--- config.mk ---
export PLATFORM = sky130hd
export DESIGN_NAME = mem_bus_ctrl
export DESIGN_NICKNAME = d
export VERILOG_FILES = /design/src/rtl/mem_bus_pkg.sv /design/src/rtl/addr_decoder.sv /design/src/rtl/mem_bus_ctrl.sv
export SDC_FILE = /design/constraint.sdc
export NUM_CORES = 1
export LEC_CHECK = 0
export ABC_AREA = 0
export CORE_UTILIZATION = 41
export DETAILED_ROUTE_END_ITERATION = 7
export PLACE_DENSITY = 0.88
export SLEW_MARGIN = 20
export SYNTH_ARGS = -nofsm -noshare
export SYNTH_HDL_FRONTEND = slang
export SYNTH_SLANG_ARGS = --single-unit
--- constraint.sdc ---
create_clock -name clk -period 2.9 [get_ports clk]
set_clock_uncertainty 0.2 [all_clocks]
set_input_delay 0.58 -clock clk [delete_from_list [all_inputs] [get_ports clk]]
set_output_delay 0.58 -clock clk [all_outputs]
set_load 0.01 [all_outputs]
--- src/rtl/mem_bus_pkg.sv ---
// mem_bus_pkg -- shared definitions for the memory bus controller.
//   state_t  : controller FSM state encoding (IDLE / WAIT / DATA)
//   WS_WIDTH : width of the per-region wait-state counter
package mem_bus_pkg;

  localparam int WS_WIDTH = 4;

  typedef enum logic [1:0] {
    S_IDLE = 2'd0,
    S_WAIT = 2'd1,
    S_DATA = 2'd2
  } state_t;

endpackage

--- src/rtl/addr_decoder.sv ---
// addr_decoder -- maps the upper TAG_BITS of an address onto a slave region.
// Ports:
//   addr   in  ADDR_WIDTH  address to decode
//   hit    out 1           some region claims the address
//   region out IDX_W       index of the claiming region (lowest index wins)
module addr_decoder #(
  parameter int ADDR_WIDTH  = 16,
  parameter int NUM_REGIONS = 4,
  parameter int TAG_BITS    = 4,
  parameter logic [NUM_REGIONS*TAG_BITS-1:0] REGION_TAG = {4'h8, 4'hF, 4'h2, 4'h0},
  parameter int IDX_W = (NUM_REGIONS > 1) ? $clog2(NUM_REGIONS) : 1
) (
  input  logic [ADDR_WIDTH-1:0] addr,
  output logic                  hit,
  output logic [IDX_W-1:0]      region
);

  // Scan from the top down so the lowest matching index is the last write.
  always_comb begin
    hit    = 1'b0;
    region = '0;
    for (int i = NUM_REGIONS - 1; i >= 0; i--) begin
      if (addr[ADDR_WIDTH-1 -: TAG_BITS] == REGION_TAG[i*TAG_BITS +: TAG_BITS]) begin
        hit    = 1'b1;
        region = IDX_W'(i);
      end
    end
  end

endmodule

--- src/rtl/mem_bus_ctrl.sv ---
// mem_bus_ctrl -- single-master memory bus controller with per-region wait states.
// Ports:
//   clk, reset_n                 clock, asynchronous active-low reset
//   cpu_req/we/addr/dout         CPU access request and write data
//   cpu_din                      read data (valid in the DATA cycle only)
//   cpu_hold                     stall, high during WAIT cycles
//   s_sel/s_we                   one-hot region select / write strobe
//   s_addr/s_wdata               address and write data to slaves
//   s_rdata                      packed slave read data, region 0 in LSBs
//   bus_err                      one-cycle pulse on an unmapped access
//   err_addr/err_count           fault capture (zero unless MEM_BUS_ERR_CAPTURE_EN)
//   fsm_state                    current controller state, for observation
// Optional feature: define MEM_BUS_ERR_CAPTURE_EN to build the fault capture registers.
//
// Handshake: an access is accepted on any cycle where cpu_req=1 and the FSM is
// in IDLE or DATA; while cpu_hold=1 the CPU must keep waiting and cpu_req is
// ignored. The result is presented on cpu_din in the single DATA cycle.
module mem_bus_ctrl
  import mem_bus_pkg::*;
#(
  parameter int DATA_WIDTH  = 16,
  parameter int ADDR_WIDTH  = 16,
  parameter int NUM_REGIONS = 4,
  parameter int TAG_BITS    = 4,
  parameter logic [NUM_REGIONS*TAG_BITS-1:0] REGION_TAG  = {4'h8, 4'hF, 4'h2, 4'h0},
  parameter logic [NUM_REGIONS*WS_WIDTH-1:0] WAIT_STATES = {4'd1, 4'd2, 4'd0, 4'd0}
) (
  input  logic                              clk,
  input  logic                              reset_n,
  input  logic                              cpu_req,
  input  logic                              cpu_we,
  input  logic [ADDR_WIDTH-1:0]             cpu_addr,
  input  logic [DATA_WIDTH-1:0]             cpu_dout,
  output logic [DATA_WIDTH-1:0]             cpu_din,
  output logic                              cpu_hold,
  output logic [NUM_REGIONS-1:0]            s_sel,
  output logic [NUM_REGIONS-1:0]            s_we,
  output logic [ADDR_WIDTH-1:0]             s_addr,
  output logic [DATA_WIDTH-1:0]             s_wdata,
  input  logic [NUM_REGIONS*DATA_WIDTH-1:0] s_rdata,
  output logic                              bus_err,
  output logic [ADDR_WIDTH-1:0]             err_addr,
  output logic [7:0]                        err_count,
  output state_t                            fsm_state
);

  localparam int IDX_W = (NUM_REGIONS > 1) ? $clog2(NUM_REGIONS) : 1;

  state_t                state, next_state;
  logic                  dec_hit;
  logic [IDX_W-1:0]      dec_region;
  logic [WS_WIDTH-1:0]   dec_ws;
  logic                  accept;

  logic [IDX_W-1:0]      lat_region;
  logic [ADDR_WIDTH-1:0] lat_addr;
  logic [DATA_WIDTH-1:0] lat_wdata;
  logic                  lat_we;
  logic                  lat_hit;
  logic [WS_WIDTH-1:0]   wait_cnt;

  addr_decoder #(
    .ADDR_WIDTH (ADDR_WIDTH),
    .NUM_REGIONS(NUM_REGIONS),
    .TAG_BITS   (TAG_BITS),
    .REGION_TAG (REGION_TAG),
    .IDX_W      (IDX_W)
  ) u_addr_decoder (
    .addr  (cpu_addr),
    .hit   (dec_hit),
    .region(dec_region)
  );

  assign dec_ws    = WAIT_STATES[int'(dec_region)*WS_WIDTH +: WS_WIDTH];
  assign fsm_state = state;

  // Outputs are gated by reset_n so an asserted reset silences the bus in
  // the same cycle, even while a request is still presented.
  always_comb begin
    next_state = state;
    accept     = 1'b0;
    s_sel      = '0;
    s_we       = '0;
    s_addr     = lat_addr;
    s_wdata    = lat_wdata;
    cpu_hold   = 1'b0;
    cpu_din    = '0;
    bus_err    = 1'b0;
    if (reset_n) begin
      case (state)
        S_IDLE: accept = cpu_req;
        S_WAIT: begin
          cpu_hold = 1'b1;
          if (lat_hit) begin
            s_sel[lat_region] = 1'b1;
            s_we[lat_region]  = lat_we;
          end
          if (wait_cnt <= WS_WIDTH'(1)) next_state = S_DATA;
        end
        S_DATA: begin
          if (!lat_hit)     bus_err = 1'b1;
          else if (!lat_we) cpu_din = s_rdata[int'(lat_region)*DATA_WIDTH +: DATA_WIDTH];
          next_state = S_IDLE;
          accept     = cpu_req;   // back-to-back: DATA doubles as IDLE
        end
        default: next_state = S_IDLE;
      endcase

      if (accept) begin
        s_addr  = cpu_addr;
        s_wdata = cpu_dout;
        if (dec_hit) begin
          s_sel[dec_region] = 1'b1;
          s_we[dec_region]  = cpu_we;
          next_state = (dec_ws == '0) ? S_DATA : S_WAIT;
        end else begin
          next_state = S_DATA;    // unmapped: straight to the error cycle
        end
      end
    end
  end

  always_ff @(posedge clk or negedge reset_n) begin
    if (!reset_n) begin
      state      <= S_IDLE;
      lat_region <= '0;
      lat_addr   <= '0;
      lat_wdata  <= '0;
      lat_we     <= 1'b0;
      lat_hit    <= 1'b0;
      wait_cnt   <= '0;
    end else begin
      state <= next_state;
      if (accept) begin
        lat_region <= dec_region;
        lat_addr   <= cpu_addr;
        lat_wdata  <= cpu_dout;
        lat_we     <= cpu_we;
        lat_hit    <= dec_hit;
        wait_cnt   <= dec_ws;
      end else if (state == S_WAIT) begin
        wait_cnt <= wait_cnt - WS_WIDTH'(1);
      end
    end
  end

`ifdef MEM_BUS_ERR_CAPTURE_EN
  logic [ADDR_WIDTH-1:0] err_addr_q;
  logic [7:0]            err_count_q;

  // bus_err is only raised in DATA, where lat_addr still holds the faulting address.
  always_ff @(posedge clk or negedge reset_n) begin
    if (!reset_n) begin
      err_addr_q  <= '0;
      err_count_q <= '0;
    end else if (bus_err) begin
      err_addr_q <= lat_addr;
      if (err_count_q != 8'hFF) err_count_q <= err_count_q + 8'd1;
    end
  end

  assign err_addr  = err_addr_q;
  assign err_count = err_count_q;
`else
  assign err_addr  = '0;
  assign err_count = '0;
`endif

endmodule
Word level (Yosys, flattened, before mapping):

Cells that the tools add are included.

* input port bits: 100
* logic and storage cells: 80
* flip-flop bits (word level): 42
* output and inout bits: 84

* magnitude comparators: 5
* reduce and logical (&&, ||, !) cells: 8
* mux-type cells: 48
* shift operators: 2
* eq/ne operators: 7
* bitwise logic cells: 2
* $add $sub $neg: 1

Operators with widths (count)
* $mux 16: 8
* $shiftx 64x7->16: 1
* $mux 4: 14
* $mux 2: 8
* $shiftx 16x5->4 const A: 1
* $mux 1: 14
* $eq 4x4->1 const B: 2
* $logic_not 4->1: 2
* $lt 2x3->1 const B: 2
* $and 4x4->4: 1
* $bwmux 4: 1
* $demux 1 s2: 2
* $eq 4x2->1 const B: 1
* $ge 2x1->1 const B: 2
* $le 4x1->1 const B: 1
* $or 4x4->4: 1
* $pmux 2 s2: 1
* $sub 4x1->4 const B: 1
* $ne 3x3->1 const B: 1
* $reduce_and 3->1: 1
* $eq 2x1->1 const B: 1
* $eq 2x2->1 const B: 1
* $logic_and 1x1->1: 2
* $logic_not 2->1: 1
* 3 further kinds: 3

Longest topological paths before layout:

Gate-level depths: netlist of run 1.

* depth in word-level cells: 13
* mapped depth: 6
* mapped depth without buffers: 6

Modules after synthesis:

From an unflattened synthesis of run 1, not the netlist that was laid out.

* cells, all modules: 250
* area total of the unflattened synthesis: 2979.1 um^2

By module, submodules not included
* mem_bus_ctrl: cells an instance 243, area an instance 2931.6 um^2, instances 1, sequential area each 1051.0 um^2
* addr_decoder: cells an instance 7, area an instance 47.5 um^2, instances 1, sequential area each 0.0 um^2

Worst setup path after synthesis of run 1:

Ideal clock, no wire load.

* path kind: in2out
* from: input port reset_n
* to: output port cpu_din[10]
* slack: 586 ps
* data arrival time: 1534 ps
* required time: 2120 ps
* stages: 4
* path buffers: 1
* cells stage by stage: nand2_1 or4b_4 buf_2 nor2b_1

* word-level cells in the longest chain between the ends: 1

Ends and longest elaborated chain
* from (decl): RTL line mem_bus_ctrl.sv:29 `input logic reset_n,`
* $mux 16: RTL line mem_bus_ctrl.sv:89 `if (reset_n) begin`
* to (decl): RTL line mem_bus_ctrl.sv:34 `output logic [DATA_WIDTH-1:0] cpu_din,`

Every way passes these cells.

Worst setup path after layout of run 1:

* from: input port cpu_req
* to: output port s_addr[12]

* word-level cells in the longest chain between the ends: 4

Ends and longest elaborated chain
* from (decl): RTL line mem_bus_ctrl.sv:30 `input logic cpu_req,`
* $mux 1: RTL line mem_bus_ctrl.sv:90 `case (state)`
* $mux 1: RTL line mem_bus_ctrl.sv:89
* $mux 16: RTL line mem_bus_ctrl.sv:109 `if (accept) begin`
* $mux 16: RTL line mem_bus_ctrl.sv:89
* to (decl): RTL line mem_bus_ctrl.sv:38 `output logic [ADDR_WIDTH-1:0] s_addr,`

Every way passes these cells. The select of a mux whose other input is x is not followed.

==> qor.yml, run 1 <==
pwr_density_cell_nw_per_um2: 372
maxCapViolations: 0
cp_data_required_time_ps: 2120
drv_slew: 0
die_x_um: 87.2
first_pass_iters: 4
vias: 2605
syn_to_final_growth_pct: 63.1
clk_latency_ps: 300
fin_crit_ps: 2850
grt_usage: 0.224
final_area_um2: 4850
clk_pin_slew_ps: 80
comb_power_share: 0.390
synth_area_um2: 2980
fin_ws_ps: 45.1
p_clk_frac: 0.208
grt_max_degree: 37
yosys.area.top_type: "dfrtp_1"
p_sw_uw: 514
ys.warnings.count: 0
die_area_um2: 7600
clockBufferDepth: 2
seq_area_frac_synth: 0.353
antennaDiodeCount: 0
startpoint: "cpu_req"
cts_sinks: 42
final_common_cell: "clkdlybuf4s50_1"
first_iter_violations: 139
finalSetupViolCount: 0
avgSynthCellArea_um2: 11.9
rr_startpoint: "fsm_state[0]$_DFFE_PN0P_"
overflow: 0
critPathCapture: "s_addr[12]"
synth_edf_count: 0
grt_pass1_wl_um: 13000
grt_pass1_vias: 2753
worstPathMaxFanout: 12
fin_crit_sh: 0.984
post_dp_cell_area_um2: 4720
fin_util: 0.703
r2r_slack_ps: 990
ant_nets: 0
synth-seq-cells: 42
port_buffers: 159
antenna_found_initial: 0
cts_tree: "done"
cts_inserted_buffers: 5
holdCritPathClass: "input port to asynchronous set/reset pin"
r2r_end: "lat_hit$_DFFE_PN0P_"
crit_type: "input port to output port"
finalHoldViolCount: 0
most-common-layout-cells: "clkdlybuf4s50_1 (101), mux2_2 (65), dfrtp_1 (42)"
status: "complete, no violations"
htreeDepth: 2
num_rows: 30
ff2ff_path_depth: 6
fin_nets: 530
leakagePower_nw: 2.12
ys_top_cells_by_area: "dfrtp_1 (35%), mux2_2 (25%), mux4_2 (12%), buf_4 (6.8%), nor2b_1 (5.3%)"
synthCells: 250
synth.top_cell.area_share: 0.353
cp.arrival_ps: 2070
seq_power_share: 0.401
coreArea_um2: 6910
wl_per_cell_um: 15.9
vias_per_cell: 4.96
synth_flop_cell: "dfrtp_1"
cts_root_buf: "clkbuf_8"
dieHeight_um: 87.2
drive_gt1_frac: 0.308
irDropWorstVdd_uv: 365
fill_cells: 525
fmax_mhz: 350
p_int_mw: 1.29
ys_types: 39
start_util: 0.431
pin_count: 184
place_ws_ps: -339
routed_wl_um: 8350
gp_congestion: 0.818
hpwlAfterDp_um: 6650
end_kind: "output port"
power_mw: 1.81
p_sw_frac: 0.285
drc: 0
crit_path_start_kind: "input port"
async_flop_share: 1.00
## per-layer routing
| metal | share of wire | global-route usage |
|---|---|---|
| met1 | 0.34 | 0.227 |
| met2 | 0.54 | 0.426 |
| met3 | 0.086 | 0.0626 |
| met4 | 0.032 | 0.0999 |
| met5 | 0 | 0 |
## cell usage after synthesis (2+ instances only)
cell,n
nor3_1,3
a211oi_1,2
inv_1,3
a21oi_1,7
buf_2,10
ha_1,2
clkbuf_1,2
a21o_1,2
nor2_1,6
mux4_2,16
nor2b_1,25
or3_1,2
buf_4,27
xnor2_1,2
a22oi_1,3
xor2_1,2
a32oi_1,3
mux2_2,65
dfrtp_1,42
nand2_1,7
## sequential cells by signal (all words and copies together), names as in the netlist
signal / flops
lat_hit: 1
wait_cnt: 4
lat_we: 1
fsm_state: 2
lat_addr: 16
lat_region: 2
lat_wdata: 16
## kinds of logic (layout without fill, tap and decap cells)
logic type               after synthesis  count (layout)  share of synthesized area
other                                  1              24                    0.00126
flip-flops                            42              42                      0.353
AO/OA/AOI/OAI                         22              22                     0.0534
multiplexers                          81              81                      0.367
XOR/XNOR                               4               4                     0.0118
buffers and inverters                 43             199                     0.0950
AND/OR/NAND/NOR                       55              55                      0.110
adder cells (fa/ha/maj)                2               2                    0.00841
## power by group through the flow
stage	combinational [mW]	clock (mW)	sequential (mW)
CTS	0.699	0.387	0.724
global route	0.760	0.415	0.735
finish	0.705	0.376	0.724
detailed placement	0.743	0	0.735
floorplan	0.386	0	0.717
global placement	0.726	0	0.729
## critical path, stage by stage
cell and delay [ps]:
clkdlybuf4s50_1 480, nor2b_4 180, nand2_4 100, buf_12 160
mux2_2 270, dlygate4sd2_1 300
## stage by stage
step           setup TNS [ps]  hold WS (ps)  std cells
5_1_grt                 -11.9          74.4        525
6_report                    0          66.4        525
3_5_place_dp            -9770           287        510
4_1_cts                     0          62.3        520
2_1_floorplan               0          84.4        273
3_3_place_gp            -8910           282        510
## layout make-up
type / count / area, um2 / share of cell area
Inverter: 3 / 11.3 / 0.00232
Clock inverter: 2 / 13.8 / 0.00284
Timing Repair Buffer: 188 / 1820 / 0.376
Multi-Input combinational cell: 188 / 1760 / 0.363
Clock buffer: 6 / 72.6 / 0.0150
Sequential cell: 42 / 1050 / 0.217
Tap cell: 96 / 120 / 0.0248
## repair_timing
item / 4_1_cts / 5_1_grt
hold buffers: 0 / 0
resized for setup: 62 / 27
setup endpoints to repair: 56 / 26
buffers inserted: 1 / 5
pin swaps: 2 / 2
gates cloned: 1 / 0
endpoints found under the hold margin: 0 / 0
## how the worst min path moves through the flow
stage                                       start                       end  slack (ps)  cells past startpoint
after floorplan                           reset_n  fsm_state[0]$_DFFE_PN0P_          80                      0
after global placement    lat_addr[2]$_DFFE_PN0P_   lat_addr[2]$_DFFE_PN0P_         280                      1
after detailed placement  lat_addr[3]$_DFFE_PN0P_   lat_addr[3]$_DFFE_PN0P_         290                      1
after CTS                                 reset_n  lat_addr[12]$_DFFE_PN0P_          60                      2
after global routing                      reset_n       lat_hit$_DFFE_PN0P_          70                      2
final                                     reset_n       lat_hit$_DFFE_PN0P_          70                      2
No activity file was read; power rests on OpenSTA's default activity.
==> run 2, diff against run 1 <==
--- a/config.mk
+++ b/config.mk
@@ -6,10 +6,12 @@
 export NUM_CORES = 1
 export LEC_CHECK = 0
 export ABC_AREA = 0
+export CORE_MARGIN = 1.5
 export CORE_UTILIZATION = 41
 export DETAILED_ROUTE_END_ITERATION = 7
 export PLACE_DENSITY = 0.88
-export SLEW_MARGIN = 20
+export SLEW_MARGIN = 5
 export SYNTH_ARGS = -nofsm -noshare
 export SYNTH_HDL_FRONTEND = slang
 export SYNTH_SLANG_ARGS = --single-unit
+export TNS_END_PERCENT = 20
==> run 2 against run 1 <==
Sequential power is essentially flat. Wire length grew 4.4%. Global-route usage shrank 0.21 points. Count of clock-buffer cells in the layout is the same. Critical path type unchanged. Hold slack gained 120 ps. Worst setup slack lost 4.9 ps.
==> qor.yml, run 2 (synthesized netlist as in run 1, its figures left out) <==
top_regs: "lat_addr: 16 flops, lat_wdata: 16 flops, wait_cnt: 4 flops"
cts_root_buf: "clkbuf_8"
crit_type: "input port to output port"
grt_max_degree: 37
start_util: 0.431
final_common_cell: "clkdlybuf4s50_1"
drc: 0
grt_pass1_wl_um: 13000
fin_nets: 533
status: "complete, no violations"
hpwlAfterDp_um: 6900
maxCapViolations: 0
postCtsHoldBufs: 0
clockBufferDepth: 2
holdCritPathClass: "input port to asynchronous set/reset pin"
finalSetupTns_ps: 0
path_delay_family: "buffers and inverters"
worst_hold_slack_ps: 183
irDropWorstVdd_uv: 290
end_kind: "output port"
most-common-layout-cells: "clkdlybuf4s50_1 (99), mux2_2 (65), dfrtp_1 (41), dlygate4sd2_1 (41)"
drive_gt1_frac: 0.304
fmax_mhz: 350
fin_crit_sh: 0.986
leakagePower_nw: 2.20
cts_sinks: 42
first_pass_iters: 4
die_area_um2: 7780
critPathMaxStageDelay_ps: 480
clk_latency_ps: 300
vias_per_cell: 5.01
overflow: 0
power_mw: 1.91
vias: 2638
wl_per_cell_um: 16.5
cp_data_required_time_ps: 2120
final_area_um2: 4930
port_buffers: 159
num_rows: 30
routed_wl_um: 8710
rsz0062_at_grt: "yes"
antenna_found_initial: 0
coreArea_um2: 6910
first_iter_violations: 65
die_x_um: 88.2
syn_to_final_growth_pct: 65.6
slowest_stage: "clkdlybuf4s50_1"
dieHeight_um: 88.2
crit_chain: "clkdlybuf4s50_1, nor2b_4, nand2_4, buf_8, mux2_2, dlygate4sd2_1"
pin_count: 184
path_buf_inv: 3
clk_pin_slew_ps: 80
cts_inserted_buffers: 5
htreeDepth: 2
grt_usage: 0.222
gp_congestion: 0.797
grt_pass1_vias: 2806
crit_path_start_kind: "input port"
finalSetupViolCount: 0
cts_tree: "done"
cp.arrival_ps: 2080
ant_nets: 0
drv_slew: 0
pwr_density_cell_nw_per_um2: 388
finalHoldViolCount: 0
fin_crit_ps: 2860
fill_cells: 535
worstPathMaxFanout: 12
post_dp_cell_area_um2: 4720
antennaDiodeCount: 0
run 2: path summary, 6_finish.rpt:
path                                     startpoint                       end  slack (ps)  cells past startpoint
setup / recovery                            cpu_req                 s_addr[9]          40                      6
hold / removal                              reset_n  fsm_state[1]$_DFFE_PN0P_         180                      3
setup reg to reg           fsm_state[0]$_DFFE_PN0P_       lat_hit$_DFFE_PN0P_        1120                      6
hold reg to reg            lat_addr[13]$_DFFE_PN0P_  lat_addr[13]$_DFFE_PN0P_         310                      1
max in group asynchronous                   reset_n   wait_cnt[2]$_DFFE_PN0P_        1600                      4
min in group clk           lat_addr[13]$_DFFE_PN0P_  lat_addr[13]$_DFFE_PN0P_         310                      1
run 2: worst min-delay path, delay by kind of cell:
family	cells	cell delay (ps)
buffers and inverters	3	480
run 2: area by class of cell:
cell class                      instances  area (um2)  share of cell area
Tap cell                               96         120              0.0244
Clock inverter                          1        30.0             0.00610
Sequential cell                        42        1050               0.214
Timing Repair Buffer                  191        1870               0.380
Clock buffer                            6        82.6              0.0168
Multi-Input combinational cell        188        1760               0.357
Inverter                                3        11.3             0.00229
run 2: where the power goes:
group	switching, mW	internal, mW	total, mW
registers	0.0501	0.673	0.723
clock network	0.204	0.276	0.480
logic	0.260	0.449	0.710
total	0.515	1.40	1.91
run 2: timing repair:
action                     in CTS  in global routing
setup endpoints to repair      56                 28
setup buffers                   0                  6
resized for setup              68                 19
cloned                          1                  0
pin swaps                       1                  1
run 2: routing by layer:
| metal | GRT usage | wire length, um | vias to the layer above |
|---|---|---|---|
| li1 | - | - | 1218 |
| met1 | 0.207 | 2940 | 1250 |
| met2 | 0.421 | 4570 | 140 |
| met3 | 0.0763 | 807 | 30 |
| met4 | 0.121 | 387 | 0 |
| met5 | 0 | 0 | - |
run 2: metrics by stage:
step           instances   util  setup WS, ps
2_1_floorplan        273      -           586
3_3_place_gp         513  0.684          -320
3_5_place_dp         513  0.684          -364
4_1_cts              521  0.702          -217
5_1_grt              527  0.713         -10.6
6_report             527  0.713          40.3
